<file path="config.mk">
export PLATFORM = sky130hd
export DESIGN_NAME = audio_bus_responder
export DESIGN_NICKNAME = d
export VERILOG_FILES = /design/src/rtl/audio_bus_responder.sv
export SDC_FILE = /design/constraint.sdc
export NUM_CORES = 1
export LEC_CHECK = 0
export CAP_MARGIN = 20
export CORE_MARGIN = 1
export CORE_UTILIZATION = 53
export CTS_BUF_LIST = sky130_fd_sc_hd__clkbuf_4 sky130_fd_sc_hd__clkbuf_8
export DETAILED_ROUTE_END_ITERATION = 8
export GPL_ROUTABILITY_DRIVEN = 1
export PLACE_DENSITY = 0.78
export SLEW_MARGIN = 20
export SYNTH_ARGS = -nofsm -noshare
export SYNTH_HDL_FRONTEND = slang
export SYNTH_SLANG_ARGS = --single-unit
</file>
<file path="constraint.sdc">
create_clock -name clk -period 3.2 [get_ports clk]
set_input_delay 0.64 -clock clk [delete_from_list [all_inputs] [get_ports clk]]
set_output_delay 0.64 -clock clk [all_outputs]
set_load 0.02 [all_outputs]
</file>
<file path="src/rtl/audio_bus_responder.sv">
// Bus-side front end of the audio core: a ctrl/fifospace/left/right register window over an
// ADC receive frame FIFO (drained by bus reads) and a DAC transmit frame FIFO (filled by bus writes).
module audio_bus_responder #(
  parameter logic [31:0] BASE_ADDR  = 32'h0000_3040,
  parameter int          DEPTH_LOG2 = 2,
  parameter int          SAMPLE_W   = 32
) (
  input  logic                clk,
  input  logic                rst,
  input  logic [31:0]         bus_addr,
  input  logic [3:0]          bus_byte_enable,
  input  logic                bus_read,
  input  logic                bus_write,
  input  logic [31:0]         bus_write_data,
  output logic                bus_ack,
  output logic [31:0]         bus_read_data,
  input  logic                adc_valid,
  input  logic [SAMPLE_W-1:0] adc_left,
  input  logic [SAMPLE_W-1:0] adc_right,
  output logic                dac_valid,
  input  logic                dac_ready,
  output logic [SAMPLE_W-1:0] dac_left,
  output logic [SAMPLE_W-1:0] dac_right
);

  localparam int DEPTH = 1 << DEPTH_LOG2;
  localparam int CW    = DEPTH_LOG2 + 1;

  typedef enum logic [1:0] {IDLE, ACK, RELEASE} state_t;

  state_t                state;
  logic [SAMPLE_W-1:0]   left_hold;
  logic                  overrun, overflow, underflow;

  logic [SAMPLE_W-1:0]   rx_mem_l [DEPTH];
  logic [SAMPLE_W-1:0]   rx_mem_r [DEPTH];
  logic [SAMPLE_W-1:0]   tx_mem_l [DEPTH];
  logic [SAMPLE_W-1:0]   tx_mem_r [DEPTH];
  logic [DEPTH_LOG2-1:0] rx_wr, rx_rd, tx_wr, tx_rd;
  logic [CW-1:0]         rx_count, tx_count;

  logic unused_byte_enable;
  assign unused_byte_enable = ^bus_byte_enable;

  // A request is decoded only on the IDLE edge, so each side effect fires exactly once.
  logic accept, rd_acc, wr_acc;
  logic hit_ctrl, hit_space, hit_left, hit_right;
  assign accept    = (state == IDLE) && (bus_read || bus_write);
  assign rd_acc    = accept && bus_read;
  assign wr_acc    = accept && bus_write && !bus_read;
  assign hit_ctrl  = (bus_addr == BASE_ADDR);
  assign hit_space = (bus_addr == BASE_ADDR + 32'd4);
  assign hit_left  = (bus_addr == BASE_ADDR + 32'd8);
  assign hit_right = (bus_addr == BASE_ADDR + 32'd12);

  logic rx_empty, rx_full, tx_full;
  logic rx_pop, rx_push_ok, rx_clear, underflow_set;
  logic tx_pop, tx_push_req, tx_push_ok, tx_clear, sticky_clear;
  assign rx_empty      = (rx_count == '0);
  assign rx_full       = (rx_count == CW'(DEPTH));
  assign tx_full       = (tx_count == CW'(DEPTH));
  assign rx_pop        = rd_acc && hit_right && !rx_empty;
  assign underflow_set = rd_acc && hit_right && rx_empty;
  assign rx_clear      = wr_acc && hit_ctrl && bus_write_data[0];
  assign tx_clear      = wr_acc && hit_ctrl && bus_write_data[1];
  assign sticky_clear  = wr_acc && hit_ctrl && bus_write_data[2];
  assign rx_push_ok    = adc_valid && (!rx_full || rx_pop);
  assign dac_valid     = (tx_count != '0);
  assign tx_pop        = dac_valid && dac_ready;
  assign tx_push_req   = wr_acc && hit_right;
  assign tx_push_ok    = tx_push_req && (!tx_full || tx_pop);

  assign dac_left  = dac_valid ? tx_mem_l[tx_rd] : '0;
  assign dac_right = dac_valid ? tx_mem_r[tx_rd] : '0;

  function automatic logic [7:0] sat8(input logic [CW-1:0] v);
    logic [31:0] w;
    w = 32'(v);
    return (w > 32'd255) ? 8'hFF : w[7:0];
  endfunction

  logic [7:0]  rx_avail8, tx_space8;
  logic [31:0] read_value;
  assign rx_avail8 = sat8(rx_count);
  assign tx_space8 = sat8(CW'(DEPTH) - tx_count);

  // NOTE: every variable assigned in always_comb gets a default first, so no latch is inferred.
  always_comb begin
    read_value = '0;
    if (hit_ctrl)
      read_value = {21'b0, overrun, overflow, underflow, 8'b0};
    else if (hit_space)
      read_value = {tx_space8, tx_space8, rx_avail8, rx_avail8};
    else if (hit_left && !rx_empty)
      read_value = 32'(rx_mem_l[rx_rd]);
    else if (hit_right && !rx_empty)
      read_value = 32'(rx_mem_r[rx_rd]);
  end

  // NOTE: state uses non-blocking assignments so every flop samples pre-edge values.
  always_ff @(posedge clk or negedge rst) begin
    if (!rst) begin
      state         <= IDLE;
      bus_ack       <= 1'b0;
      bus_read_data <= '0;
      left_hold     <= '0;
    end else begin
      case (state)
        IDLE: if (accept) begin
          state   <= ACK;
          bus_ack <= 1'b1;
          if (bus_read) bus_read_data <= read_value;
          if (wr_acc && hit_left) left_hold <= bus_write_data[SAMPLE_W-1:0];
        end
        ACK: begin
          state   <= RELEASE;
          bus_ack <= 1'b0;
        end
        RELEASE: if (!bus_read && !bus_write) state <= IDLE;
        default: begin
          state   <= IDLE;
          bus_ack <= 1'b0;
        end
      endcase
    end
  end

  always_ff @(posedge clk or negedge rst) begin
    if (!rst) begin
      overrun   <= 1'b0;
      overflow  <= 1'b0;
      underflow <= 1'b0;
    end else if (sticky_clear) begin
      overrun   <= 1'b0;
      overflow  <= 1'b0;
      underflow <= 1'b0;
    end else begin
      if (adc_valid && !rx_push_ok && !rx_clear) overrun <= 1'b1;
      if (tx_push_req && !tx_push_ok)            overflow <= 1'b1;
      if (underflow_set)                         underflow <= 1'b1;
    end
  end

  always_ff @(posedge clk or negedge rst) begin
    if (!rst) begin
      rx_wr    <= '0;
      rx_rd    <= '0;
      rx_count <= '0;
    end else if (rx_clear) begin
      rx_wr    <= '0;
      rx_rd    <= '0;
      rx_count <= '0;
    end else begin
      if (rx_push_ok) rx_wr <= rx_wr + 1'b1;
      if (rx_pop)     rx_rd <= rx_rd + 1'b1;
      rx_count <= rx_count + CW'(rx_push_ok) - CW'(rx_pop);
    end
  end

  always_ff @(posedge clk or negedge rst) begin
    if (!rst) begin
      tx_wr    <= '0;
      tx_rd    <= '0;
      tx_count <= '0;
    end else if (tx_clear) begin
      tx_wr    <= '0;
      tx_rd    <= '0;
      tx_count <= '0;
    end else begin
      if (tx_push_ok) tx_wr <= tx_wr + 1'b1;
      if (tx_pop)     tx_rd <= tx_rd + 1'b1;
      tx_count <= tx_count + CW'(tx_push_ok) - CW'(tx_pop);
    end
  end

  // NOTE: frame storage has no reset; the counts gate every read so stale contents never escape.
  always_ff @(posedge clk) begin
    if (rx_push_ok && !rx_clear) begin
      rx_mem_l[rx_wr] <= adc_left;
      rx_mem_r[rx_wr] <= adc_right;
    end
    if (tx_push_ok && !tx_clear) begin
      tx_mem_l[tx_wr] <= left_hold;
      tx_mem_r[tx_wr] <= bus_write_data[SAMPLE_W-1:0];
    end
  end

endmodule

</file>
**Word-level counts from Yosys, hierarchy flattened**

Memory sizes are Yosys's and may differ from the RTL's.
Index checks and enable logic that the tools add are counted.
W data, S select, Z words.

- Flip-flop bits (word level): 84
- Latch bits: 0
- Bits in writable memories: 512
- Bits in read-only memories: 0
- Input bits: 138
- Output and inout port bits: 98
- Word-level logic and storage cells: 118
- Memories kept: 4

Memory list:

| name | depth | width | read ports | clocked after memory_dff | write ports | line | source |
|---|---|---|---|---|---|---|---|
| rx_mem_l | 4 | 32 | 1 | 0 | 1 | 35 | `logic [SAMPLE_W-1:0] rx_mem_l [DEPTH];` |
| rx_mem_r | 4 | 32 | 1 | 0 | 1 | 36 | `logic [SAMPLE_W-1:0] rx_mem_r [DEPTH];` |
| tx_mem_l | 4 | 32 | 1 | 0 | 1 | 37 | `logic [SAMPLE_W-1:0] tx_mem_l [DEPTH];` |
| tx_mem_r | 4 | 32 | 1 | 0 | 1 | 38 | `logic [SAMPLE_W-1:0] tx_mem_r [DEPTH];` |

- $add $sub $neg: 9
- Multiply operators: 0
- Div/mod/pow operators: 0
- Magnitude comparators: 0
- Equal/unequal tests: 10
- Shift operators: 0
- Muxes and demuxes: 31
- Bitwise logic cells: 1
- Reduce and logical (&&, ||, !) cells: 50

Operators with widths:

| operator | number |
|---|---|
| $mux W32 | 6 |
| $eq A32 B14 Y1 const B | 4 |
| $logic_and A1 B1 Y1 | 24 |
| $mux W2 | 10 |
| $reduce_bool A2 Y1 | 7 |
| $mux W1 | 11 |
| $logic_not A1 Y1 | 9 |
| $add A2 B1 Y2 const B | 4 |
| $add A3 B1 Y3 | 2 |
| $eq A3 B3 Y1 const B | 2 |
| $mux W3 | 2 |
| $pmux W2 S3 | 1 |
| $reduce_and A3 Y1 | 2 |
| $sub A3 B1 Y3 | 2 |
| $ne A2 B2 Y1 const B | 2 |
| $reduce_and A2 Y1 | 2 |
| $logic_not A3 Y1 | 1 |
| $logic_or A1 B1 Y1 | 3 |
| $reduce_bool A3 Y1 | 1 |
| $sub A3 B3 Y3 const A | 1 |
| $eq A2 B1 Y1 const B | 1 |
| $eq A2 B2 Y1 const B | 1 |
| $logic_not A2 Y1 | 1 |
| $pmux W1 S2 | 1 |
| $not A1 Y1 | 1 |

**Logic depth before layout (Yosys ltp)**

- Depth after elaboration: 12
- Gate-level depth with buffers: 14
- Mapped depth without buffers: 13

**Worst setup path before layout**

Ideal clock, no wire load.

- Path kind: input to register
- Start: input bus_addr[15]
- End: memory rx_mem_l[0][0], enable pin
- Library setup time: 0.429 ns
- Data arrival time: 3.356 ns
- Data required time: 2.771 ns
- Path slack: -0.585 ns
- Stages: 5
- Path buffers: 0
- Path through: nor4bb_1 > nand4_1 > nor4_2 > o21a_2 > and3_1

- Longest elaborated chain between the ends: 8
- Elaborated cells on any way between the ends: 12
- Classes of those cells: 2 x eq/ne; 2 x mux; 8 x reduce/logical

Ends and longest elaborated chain:

| element | line | source |
|---|---|---|
| start, declared | 10 | `input logic [31:0] bus_addr,` |
| $eq A32 B14 Y1 | 54 | `assign hit_right = (bus_addr == BASE_ADDR + 32'd12);` |
| $logic_and A1 B1 Y1 (2 in a row) | 62 | `assign rx_pop = rd_acc && hit_right && !rx_empty;` |
| $logic_or A1 B1 Y1 | 67 | `assign rx_push_ok = adc_valid && (!rx_full \|\| rx_pop);` |
| $logic_and A1 B1 Y1 | 67 |  |
| $logic_and A1 B1 Y1 * | 178 | `if (rx_push_ok && !rx_clear) begin` |
| $mux W1 * | 178 |  |
| $mux W1 (not written as such) * | 179 | `rx_mem_l[rx_wr] <= adc_left;` |
| end, declared | 35 |  |

Every way passes the cells marked *; elsewhere a longest branch is shown, timed or not.

**Worst setup path in the final report**

- Start: register tx_rd[0]
- End: output dac_left[22]

- Longest elaborated chain between the ends: 2

Ends and longest elaborated chain:

| element | line | source |
|---|---|---|
| start, declared | 39 | `logic [DEPTH_LOG2-1:0] rx_wr, rx_rd, tx_wr, tx_rd;` |
| start signal, assigned | 171 | `if (tx_pop) tx_rd <= tx_rd + 1'b1;` |
| $mem_v2 Z4 W32 | - |  |
| $mux W32 | 73 | `assign dac_left = dac_valid ? tx_mem_l[tx_rd] : '0;` |
| end, declared | 22 | `output logic [SAMPLE_W-1:0] dac_left,` |

Every way passes these cells.

==> flow_summary.rst <==
.. list-table::
   :header-rows: 1

   * - Metric
     - Value
   * - Status
     - completed
   * - Setup slack of the critical path after layout
     - 0.07698 ns
   * - Most common flop cell mapped by yosys
     - sky130_fd_sc_hd__edfxtp_1
   * - Class of the most critical hold timing path
     - reg2reg
   * - H-Tree Depth
     - 3
   * - HPWL after detailed placement
     - 29,980 um
   * - Worst hold slack across all endpoints
     - 0.4664 ns
   * - Count of nets after finishing
     - 1,630
   * - Number of CTS-inserted buffers
     - 92
   * - Count of clock tree sinks
     - 596
   * - Layout fillers
     - 2,672
   * - Async set-reset flop share out of synthesis
     - 14.09%
   * - EDFF count, synth
     - 512
   * - Maximum clock insertion buffer count
     - 3
   * - LEAKAGE
     - 10.23 nW
   * - Largest clock skew in the final design
     - 0.02702 ns
   * - Via count
     - 11,820
   * - Setup TNS after final layout
     - 0 ns
   * - Area taken by flip-flops and latches
     - 0.01749 mm2
   * - Row Count
     - 75
   * - Period Utilization, post-route
     - 97.59%
   * - Count of boundary I/O pins
     - 236
   * - Post-detailed-route wirelength per cell
     - 22.88 um
   * - Multi-input combinational cell area
     - 0.005261 mm2
   * - Root buffer selected by CTS
     - sky130_fd_sc_hd__clkbuf_8
   * - Count of max-cap constraint violations
     - 0
   * - Synth warn
     - 0
   * - Layout cell share with drive strength beyond 1
     - 25.55%
   * - DIE HEIGHT
     - 210.2 um
   * - Aggregate global routing overflow
     - 0
   * - Global-route wire length before repair
     - 74,420 um
   * - Number of DRC markers after the initial detailed-route iteration
     - 860
   * - Crit. End Element
     - primary output
   * - Clock latency on the worst-skew pair
     - 0.65 ns
   * - Number of iterations in the first detailed-routing pass
     - 5
   * - Cell area power density
     - 740.9 mW/mm2
   * - Area of the placeable core
     - 0.04232 mm2
   * - Synth cell types
     - 47
   * - Port bufs
     - 231
   * - Transition at the pin with the smallest max-transition slack
     - 0.6263 ns
   * - Full die area
     - 0.04419 mm2
   * - Initial standard-cell utilization of the core
     - 54.29%
   * - Startpoint of the tightest hold check path
     - bus_read_data[19]
   * - Synth-to-Final Area Change
     - 25.19%
   * - Upper clock frequency limit
     - 320.2 MHz
   * - Worst setup path category
     - reg2out
   * - Worst-path maximum fanout
     - 12
   * - Clock transition at the register clock pins on the worst setup and hold paths after CTS
     - 0.06 ns
   * - ANT nets after route
     - 0
   * - Worst slack at placement
     - -0.5509 ns
   * - Required time reported for the critical path endpoint
     - 2.56 ns
   * - Top-area cell type share of the netlist area
     - 66.92%
   * - Synthesized instance count
     - 1,133
   * - Post-route minimum period
     - 3.123 ns
   * - Horizontal die dimension
     - 210.2 um
   * - Average footprint of a synthesized cell
     - 20.28 um2
   * - Portion of the post-synthesis area used by sequential elements
     - 76.07%
   * - Endpoints failing hold
     - 0
   * - Synth Register Bits
     - 596
   * - Largest area contributor in the netlist
     - sky130_fd_sc_hd__edfxtp_1
   * - Clock tree from TritonCTS
     - yes
   * - Vias in the first global route
     - 12,630
   * - Post-Synthesis Net Count
     - 1,288
   * - CP Data Arrival Time
     - 2.48 ns
   * - Average vias per placed instance
     - 5.543
   * - Reg-to-reg critical path startpoint
     - state[0]
   * - Type of element launching the critical path
     - register
   * - Largest net degree at the start of global routing
     - 49
   * - Number of slew-limit violations in the final report
     - 0
   * - Unrepaired setup endpoints after global routing
     - true
   * - Total global-route track usage
     - 22.78%
   * - Critical path launch point
     - tx_rd[0]
   * - Total Routed Length
     - 48,800 um
   * - Final setup violation count
     - 0
   * - Relative slew slack
     - 58.25%
   * - Synthesized area
     - 0.02298 mm2
   * - Number of antenna violations at the first check in global routing
     - 7
   * - Routability Congestion
     - 0.8085
   * - VDD IR-drop max
     - 0.5297 mV
   * - Number of DRC violations after detailed routing
     - 0
   * - Leading cell types by total area after synthesis
     - sky130_fd_sc_hd__edfxtp_1 (67%), sky130_fd_sc_hd__mux4_2 (13%), sky130_fd_sc_hd__dfrtp_1 (9.1%)
area by class of cell:
class	count	area share [%]
Antenna cell	2	0.01740
Clock buffer	144	6.064
Clock inverter	29	0.8613
Inverter	16	0.2131
Multi-Input combinational cell	467	18.29
Sequential cell	596	60.80
Tap cell	577	2.510
Timing Repair Buffer	302	11.24
registers in the layout, summed over array words and instances, names as in the netlist, 2 cells and up:
register and cells:
bus_read_data 32, left_hold 32, rx_count 3, rx_mem_l 128, rx_mem_r 128, rx_rd 2
rx_wr 2, state 2, tx_count 3, tx_mem_l 128, tx_mem_r 128, tx_rd 2
tx_wr 2
report_power, final:
group / total (mW) / internal [mW] / leakage (nW) / switching [mW]
clock: 6.63 / 3.80 / 1.06 / 2.83
combinational: 5.19 / 2.43 / 3.36 / 2.76
sequential: 9.49 / 9.23 / 5.82 / 0.267
total: 21.3 / 15.5 / 10.2 / 5.86
worst max-delay path, stage by stage (launching register included):
cell and delay [ns]:
sky130_fd_sc_hd__dfrtp_4 0.48, sky130_fd_sc_hd__bufbuf_16 0.33, sky130_fd_sc_hd__mux4_2 0.52, sky130_fd_sc_hd__and2_1 0.18, sky130_fd_sc_hd__dlygate4sd2_1 0.33
repair_timing:
action | CTS | global route
hold endpoints to repair | 22 | 0
setup endpoints to repair | 65 | 41
hold buffers | 1 | 0
buffers inserted | 2 | 1
cloned | 3 | 1
gates resized for setup | 70 | 10
stage by stage:
step	area (um2)	instances	util, %	power (mW)
floorplan	22990	1133	-	12.56
global route	28760	2131	67.95	22.17
finish	28760	2133	67.96	21.31
detailed placement	26630	1950	62.92	14.96
CTS	28690	2129	67.78	21.43
global placement	26630	1950	62.92	14.84
final timing paths:
check,endpoint,slack [ns],cells past startpoint
setup / recovery,dac_left[22],0.08,4
hold / removal,bus_read_data[19],0.47,2
setup reg to reg,rx_count[2],0.54,13
hold reg to reg,bus_read_data[19],0.47,2
max in group asynchronous,tx_rd[0],1.86,3
min in group asynchronous,left_hold[18],0.54,2
cell usage in the layout (no fill, tap or decap), types with 3 or more instances in the layout:
master                            count
sky130_fd_sc_hd__o21ai_0              9
sky130_fd_sc_hd__nor4_2               7
sky130_fd_sc_hd__edfxtp_1           512
sky130_fd_sc_hd__xnor2_1              6
sky130_fd_sc_hd__dlygate4sd2_1       61
sky130_fd_sc_hd__mux2_1              31
sky130_fd_sc_hd__buf_4               37
sky130_fd_sc_hd__clkdlybuf4s15_1      3
sky130_fd_sc_hd__ha_1                13
sky130_fd_sc_hd__bufinv_16            4
sky130_fd_sc_hd__a221oi_1             3
sky130_fd_sc_hd__a31oi_1              4
sky130_fd_sc_hd__buf_12              27
sky130_fd_sc_hd__dfrtp_1             80
sky130_fd_sc_hd__nor2b_1             12
sky130_fd_sc_hd__buf_16               3
sky130_fd_sc_hd__mux2_2               4
sky130_fd_sc_hd__clkbuf_4            38
sky130_fd_sc_hd__o31ai_1              3
sky130_fd_sc_hd__nand2_1             76
sky130_fd_sc_hd__clkbuf_8           106
sky130_fd_sc_hd__and2_4               4
sky130_fd_sc_hd__dfrtp_4              3
sky130_fd_sc_hd__clkinvlp_4           3
sky130_fd_sc_hd__clkinv_2            11
sky130_fd_sc_hd__and3_2               4
sky130_fd_sc_hd__clkinv_1            10
sky130_fd_sc_hd__nor2_1              14
sky130_fd_sc_hd__inv_1               15
sky130_fd_sc_hd__o21a_1               3
sky130_fd_sc_hd__a21oi_1              8
sky130_fd_sc_hd__a22o_1               4
sky130_fd_sc_hd__and3_1               7
sky130_fd_sc_hd__nand3_1             10
sky130_fd_sc_hd__clkdlybuf4s50_1    165
sky130_fd_sc_hd__mux4_2             128
sky130_fd_sc_hd__a22oi_1             19
sky130_fd_sc_hd__and2_1              67
logic make-up (layout without fill, tap and decap cells):
| group | count (synthesis) | count (layout) | synth area share, % |
|---|---|---|---|
| flip-flops | 596 | 596 | 76.07 |
| XOR/XNOR | 8 | 8 | 0.3050 |
| AO/OA/AOI/OAI | 62 | 62 | 1.895 |
| AND/OR/NAND/NOR | 217 | 217 | 5.190 |
| other | 0 | 2 | 0 |
| buffers and inverters | 70 | 491 | 1.291 |
| multiplexers | 163 | 163 | 14.26 |
| adder cells (fa/ha/maj) | 17 | 17 | 0.9911 |
synthesized netlist by cell type, drive strengths merged (2+ instances only):
cell / count
nand4: 2
mux4: 128
and4: 2
nor3: 3
edfxtp: 512
a32oi: 2
xor2: 2
dfrtp: 84
and2: 71
mux2: 35
a221oi: 3
buf: 26
a21oi: 8
clkbuf: 28
nand3: 10
xnor2: 6
nand2: 77
and3: 11
o21ai: 9
a31oi: 4
o21a: 4
nor4: 10
nor2b: 12
o31ai: 3
a22o: 4
a22oi: 19
nor2: 14
fa: 2
inv: 16
ha: 15
layer usage:
layer	vias up	wire, um	track usage [%]
li1	5236	-	-
met1	6062	19520	30.09
met2	412	24850	37.77
met3	102	3241	5.259
met4	12	1118	7.450
met5	-	74	0
Power figures use the tool's default switching activity.
